--- config.mk ---
export PLATFORM = sky130hd
export DESIGN_NAME = zone_stat_gen
export DESIGN_NICKNAME = d
export VERILOG_FILES = /design/src/rtl/zone_stat_gen.sv
export SDC_FILE = /design/constraint.sdc
export NUM_CORES = 2
export LEC_CHECK = 0
export ABC_CLOCK_PERIOD_IN_PS = 12100
export BUFFER_PORTS_ARGS = -buffer_cell sky130_fd_sc_hd__buf_2
export CORE_UTILIZATION = 50
export CTS_BUF_LIST = sky130_fd_sc_hd__clkbuf_16
export DETAILED_ROUTE_END_ITERATION = 7
export HOLD_SLACK_MARGIN = 0.05
export PLACE_DENSITY = 0.68
export SLEW_MARGIN = 0
export SYNTH_ARGS = -nofsm -noshare
export SYNTH_HDL_FRONTEND = slang
export SYNTH_SLANG_ARGS = --single-unit
--- constraint.sdc ---
create_clock -name i_pix_clk -period 12.1 [get_ports i_pix_clk]
set_input_delay 0.605 -clock i_pix_clk [delete_from_list [all_inputs] [get_ports i_pix_clk]]
set_output_delay 0.605 -clock i_pix_clk [all_outputs]
set_load 0.05 [all_outputs]
--- src/rtl/zone_stat_gen.sv ---
// Per-zone max/mean backlight statistics over a gray pixel stream; one zone band dumped at a time.
// First zone_valid 1 cycle after the band-completing pixel, then ZONE_COLS back-to-back results; no backpressure.
module zone_stat_gen #(
    parameter int ZONE_COLS = 16,
    parameter int ZONE_ROWS = 10,
    parameter int ZONE_W    = 80,
    parameter int ZONE_H    = 80,
    parameter int AVG_MUL   = 1311,
    parameter int AVG_SHIFT = 23
) (
    input  logic       i_pix_clk,
    input  logic       rst_n,
    input  logic       i_vs,
    input  logic       gray_de,
    input  logic [7:0] data_gray,
    output logic       zone_valid,
    output logic [3:0] zone_col,
    output logic [3:0] zone_row,
    output logic [7:0] zone_max,
    output logic [7:0] zone_avg,
    output logic       frame_done
);
    localparam int SX_W   = (ZONE_W > 1)    ? $clog2(ZONE_W)    : 1;
    localparam int CX_W   = (ZONE_COLS > 1) ? $clog2(ZONE_COLS) : 1;
    localparam int SY_W   = (ZONE_H > 1)    ? $clog2(ZONE_H)    : 1;
    localparam int BAND_W = $clog2(ZONE_ROWS + 1);
    localparam int SUM_W  = $clog2(ZONE_W * ZONE_H * 255 + 1);
    localparam int MUL_W  = $clog2(AVG_MUL + 1);
    localparam int PROD_W = SUM_W + MUL_W;

    typedef enum logic {ST_IDLE, ST_DUMP} state_t;

    logic              vs_q, de_q;
    logic [SX_W-1:0]   sx_q;
    logic [CX_W-1:0]   cx_q;
    logic [SY_W-1:0]   sy_q;
    logic [BAND_W-1:0] band_q;
    logic [SUM_W-1:0]  sum_q      [ZONE_COLS];
    logic [7:0]        max_q      [ZONE_COLS];
    logic [SUM_W-1:0]  shad_sum_q [ZONE_COLS];
    logic [7:0]        shad_max_q [ZONE_COLS];
    state_t            state_q;
    logic [CX_W-1:0]   idx_q;
    logic [BAND_W-1:0] row_q;
    logic              zone_valid_q, frame_done_q;
    logic [3:0]        zone_col_q, zone_row_q;
    logic [7:0]        zone_max_q, zone_avg_q;

    logic              vs_rise_d, x_last_d, band_live_d, pix_ok_d;
    logic              line_wrap_d, line_cut_d, adv_y_d, complete_d;
    logic [SUM_W-1:0]  sum_upd_d, src_sum_d;
    logic [7:0]        max_upd_d, src_max_d, avg_d;
    logic [PROD_W-1:0] prod_d, quo_d;

    assign vs_rise_d   = i_vs & ~vs_q;
    assign x_last_d    = (sx_q == SX_W'(ZONE_W - 1)) && (cx_q == CX_W'(ZONE_COLS - 1));
    assign band_live_d = band_q < BAND_W'(ZONE_ROWS);
    assign pix_ok_d    = gray_de & ~vs_rise_d & band_live_d;
    // A line ends after a full row of pixels or when gray_de drops early; the
    // fall right after a full row is not a second line end, so zero h-blank works.
    assign line_wrap_d = gray_de & ~vs_rise_d & x_last_d;
    assign line_cut_d  = ~gray_de & de_q & ~vs_rise_d & ((sx_q != '0) || (cx_q != '0));
    assign adv_y_d     = line_wrap_d | line_cut_d;
    assign complete_d  = pix_ok_d & x_last_d & (sy_q == SY_W'(ZONE_H - 1));
    assign sum_upd_d   = sum_q[cx_q] + SUM_W'(data_gray);
    assign max_upd_d   = (data_gray > max_q[cx_q]) ? data_gray : max_q[cx_q];

    always_comb begin
        src_sum_d = '0;
        src_max_d = '0;
        if (state_q == ST_DUMP) begin
            src_sum_d = shad_sum_q[idx_q];
            src_max_d = shad_max_q[idx_q];
        end else if (cx_q == '0) begin
            src_sum_d = sum_upd_d;
            src_max_d = max_upd_d;
        end else begin
            src_sum_d = sum_q[0];
            src_max_d = max_q[0];
        end
    end

    assign prod_d = PROD_W'(src_sum_d) * PROD_W'(AVG_MUL);
    assign quo_d  = prod_d >> AVG_SHIFT;
    assign avg_d  = (quo_d > PROD_W'(255)) ? 8'hFF : quo_d[7:0];

    always_ff @(posedge i_pix_clk or negedge rst_n) begin
        if (!rst_n) begin
            vs_q   <= 1'b0;
            de_q   <= 1'b0;
            sx_q   <= '0;
            cx_q   <= '0;
            sy_q   <= '0;
            band_q <= '0;
        end else begin
            vs_q <= i_vs;
            de_q <= gray_de;
            if (vs_rise_d) begin
                sx_q   <= '0;
                cx_q   <= '0;
                sy_q   <= '0;
                band_q <= '0;
            end else begin
                if (gray_de) begin
                    if (sx_q == SX_W'(ZONE_W - 1)) begin
                        sx_q <= '0;
                        cx_q <= (cx_q == CX_W'(ZONE_COLS - 1)) ? '0 : cx_q + 1'b1;
                    end else begin
                        sx_q <= sx_q + 1'b1;
                    end
                end else if (line_cut_d) begin
                    sx_q <= '0;
                    cx_q <= '0;
                end
                if (adv_y_d) begin
                    if (sy_q == SY_W'(ZONE_H - 1)) begin
                        sy_q <= '0;
                        if (band_live_d) band_q <= band_q + 1'b1;
                    end else begin
                        sy_q <= sy_q + 1'b1;
                    end
                end
            end
        end
    end

    always_ff @(posedge i_pix_clk or negedge rst_n) begin
        if (!rst_n) begin
            for (int c = 0; c < ZONE_COLS; c++) begin
                sum_q[c]      <= '0;
                max_q[c]      <= '0;
                shad_sum_q[c] <= '0;
                shad_max_q[c] <= '0;
            end
        end else begin
            if (vs_rise_d || complete_d) begin
                for (int c = 0; c < ZONE_COLS; c++) begin
                    sum_q[c] <= '0;
                    max_q[c] <= '0;
                end
            end else if (pix_ok_d) begin
                sum_q[cx_q] <= sum_upd_d;
                max_q[cx_q] <= max_upd_d;
            end
            // Shadow captures the band including the completing pixel itself.
            if (complete_d) begin
                for (int c = 0; c < ZONE_COLS; c++) begin
                    shad_sum_q[c] <= (CX_W'(c) == cx_q) ? sum_upd_d : sum_q[c];
                    shad_max_q[c] <= (CX_W'(c) == cx_q) ? max_upd_d : max_q[c];
                end
            end
        end
    end

    always_ff @(posedge i_pix_clk or negedge rst_n) begin
        if (!rst_n) begin
            state_q      <= ST_IDLE;
            idx_q        <= '0;
            row_q        <= '0;
            zone_valid_q <= 1'b0;
            zone_col_q   <= '0;
            zone_row_q   <= '0;
            zone_max_q   <= '0;
            zone_avg_q   <= '0;
            frame_done_q <= 1'b0;
        end else begin
            frame_done_q <= zone_valid_q && (zone_col_q == 4'(ZONE_COLS - 1))
                            && (zone_row_q == 4'(ZONE_ROWS - 1));
            case (state_q)
                ST_IDLE: begin
                    zone_valid_q <= 1'b0;
                    // Zone 0 goes out straight from the live registers so the first result lands 1 cycle after completion.
                    if (complete_d) begin
                        zone_valid_q <= 1'b1;
                        zone_col_q   <= '0;
                        zone_row_q   <= 4'(band_q);
                        zone_max_q   <= src_max_d;
                        zone_avg_q   <= avg_d;
                        row_q        <= band_q;
                        idx_q        <= CX_W'(1);
                        if (ZONE_COLS > 1) state_q <= ST_DUMP;
                    end
                end
                ST_DUMP: begin
                    zone_valid_q <= 1'b1;
                    zone_col_q   <= 4'(idx_q);
                    zone_row_q   <= 4'(row_q);
                    zone_max_q   <= src_max_d;
                    zone_avg_q   <= avg_d;
                    if (idx_q == CX_W'(ZONE_COLS - 1)) begin
                        state_q <= ST_IDLE;
                        idx_q   <= '0;
                    end else begin
                        idx_q <= idx_q + 1'b1;
                    end
                end
                default: state_q <= ST_IDLE;
            endcase
        end
    end

    assign zone_valid = zone_valid_q;
    assign zone_col   = zone_col_q;
    assign zone_row   = zone_row_q;
    assign zone_max   = zone_max_q;
    assign zone_avg   = zone_avg_q;
    assign frame_done = frame_done_q;
endmodule

==> metrics.txt <==
status complete, but fails checks; failing checks DRC; dpl cells 6049; Max-slew headroom 0.1457; routed vias 39570; total die area 0.1026 sq mm; PwrDens 233.6 mW/mm^2; TritonCTS buffer count 103; asr flop ratio synth 1.000; Via density 6.349; Clock Skews 62.38 ps; WP data required 12620 ps; syn_area_per_cell 10.29 sq um; Clock Tree Root clkbuf_16; DRT Pass-1 Iters 8; top_reg_cell synth dfrtp_1; Worst Path Max Fanout 27; initial antenna violation count 6; Detailed Route Iter0 Violations 4882; Tcrit/Tclk final 0.8366; Max Fclk 98.79 MHz; CTS tree done; Cell Rows 116; largest net degree at the start of global routing 161; commonest cells after routing, fill and taps aside nand2_1, dfrtp_1, o21ai_0, nand3_1, mux4_2; DP Wirelength 101.0 mm; WL final 166.8 mm; synth warn 0; share of cells above drive strength 1 0.1303; unrepaired setup endpoints after global routing no; post-synth top area share 0.4876; Ant. Diodes 0; Post-route DRC 2; Post-Synth Simple-Gate Area 0.1473; Clock Latency Late Sink 710 ps; Synth area leaders dfrtp_1, mux4_2, nand2_1, o21ai_0, ha_1; Tot Pwr 12.96 mW; postcts setup bufs 0; CP max stage delay 810 ps; fin nets 5043; CP arrival 10640 ps; Synth Instances 4924; Distinct cells, synth 78; Die X 320.3 microns; Pleak 26.84 nW; H-Tree Depth 3; global route overflow 0; GPL Wtd Cong 0.9159; # clock sinks 987; first-pass GRT wire length 252.0 mm; largest family of logic cells by synthesized area simple AND/OR/NAND/NOR gates; die span in y 320.3 microns; Final TNS setup 0 ps; VDD IR-drop max 805.0 uV; Syn Std Cell Area 0.05065 sq mm; worst hold path type input port to asynchronous set/reset pin; number of flops mapped to enable cells by yosys 0; multiplexer share of the synthesized area 0.1305; Final Hold Viols 0; Routed Antenna Nets 0; global-route usage over all layers 0.3294; post-synthesis adder-cell area fraction 0.06852; Seq/Total Area, Yosys 0.4876; most common cell after layout, fill and taps aside nand2_1; Crit. End Element register; launch point of the worst path cx_q[0]; IO Count 38; Crit-path slowest cell dfrtp_4; Initial Utilization 0.5050; CTS max path bufs 3; Final Max Slew Viols 0; xor/xnor share of the synthesized area 0.009313; Max Cap Viol 0; Yosys reg bits 987; Synth-to-Final Area Change 9.483%; final cell count without fillers 6232; # setup viols final 0; cell mode on critical path ha_1; Synth Area in Compound Gates 0.1141; r2r startpoint cx_q[0]; core area 0.1003 sq mm; Syn Nets 5169; post-synth top area cell dfrtp_1; count of input and output buffers 37; vias in the first global route 39120; clock-pin slew on the worst setup and hold paths 60 ps; worst slew pin tran 1246 ps; final worst path period need 10120 ps; DR WL/cell 26.76 microns; critical path class register to register; Startpoint Class register
## cell type report
class | instances | area (sq um)
multi-input combinational | 3398 | 24110
clock buffer | 104 | 2603
timing repair buffer | 156 | 1166
fill | 8599 | 44840
inverter | 152 | 570.5
sequential | 987 | 24720
clock inverter | 78 | 588.1
tap | 1357 | 1698
## synth_stat cells (all sizes together), types with 36 or more instances
library cell / n
nand3: 309
buf: 74
and3: 39
mux4: 246
a31oi: 37
fa: 74
nor2: 151
mux2i: 89
a22o: 118
a21oi: 128
inv: 152
nand2: 1217
dfrtp: 987
o21ai: 537
clkbuf: 313
a21o: 36
ha: 159
## timing repair
action	CTS	global route
hold buffers	1	0
endpoints found under the hold margin	1	0
gates resized for setup	0	0
## state kept, by name, summed over array words and instances, names as in the netlist, 7 cells and up
name / flops
sx_q: 7
shad_max_q: 128
sum_q: 336
max_q: 128
zone_max: 8
sy_q: 7
shad_sum_q: 336
zone_avg: 8
## per-layer routing
| layer | routed length, microns | global-route usage | vias up |
|---|---|---|---|
| met5 | 26 | 0 | - |
| met4 | 9132 | 0.1617 | 4 |
| met3 | 18030 | 0.09105 | 580 |
| met2 | 75460 | 0.5006 | 2293 |
| met1 | 64140 | 0.4371 | 19850 |
| li1 | - | - | 16850 |
## power breakdown
part	internal [mW]	total (mW)	switching (mW)
Clock	1.69	3.05	1.37
Sequential	3.37	3.45	0.0812
Combinational	2.57	6.46	3.89
## critical path: cells and delay by family (launching register included)
kind	cells	cell delay, ps
XOR/XNOR	3	570
AO/OA/AOI/OAI	9	2050
flip-flops	1	810
multiplexers	4	2090
adder cells (fa/ha/maj)	7	2670
buffers and inverters	5	1190
AND/OR/NAND/NOR	3	500
## final timing paths
| path | cells past startpoint | slack (ps) | to |
|---|---|---|---|
| hold / removal | 1 | 20 | sum_q[308] |
| setup / recovery | 31 | 1980 | zone_avg[7] |
| min in group i_pix_clk | 1 | 110 | de_q |
| hold reg to reg | 2 | 460 | shad_sum_q[199] |
| setup reg to reg | 31 | 1980 | zone_avg[7] |
| max in group asynchronous | 3 | 9580 | idx_q[0] |
## through the flow
step,area [sq um],hold slack [ps],utilization,setup WS (ps)
floorplan,50650,309.4,-,2818
CTS,55450,83.82,0.5529,2019
finish,55450,18.12,0.5529,1978
global route,55450,111.6,0.5529,1486
global placement,52250,442.2,0.5210,2250
detailed placement,52250,448.6,0.5210,2118
## cells by family after synthesis
kind of cell               after synthesis
and+or+nand+nor                       1795
DFF                                    987
AOI/OAI and AO/OA                      967
buffers and inverters                  539
muxes                                  350
adders and majority gates              233
xor gates and xnor gates                53
Note: power is estimated with default switching activity, not from simulation.
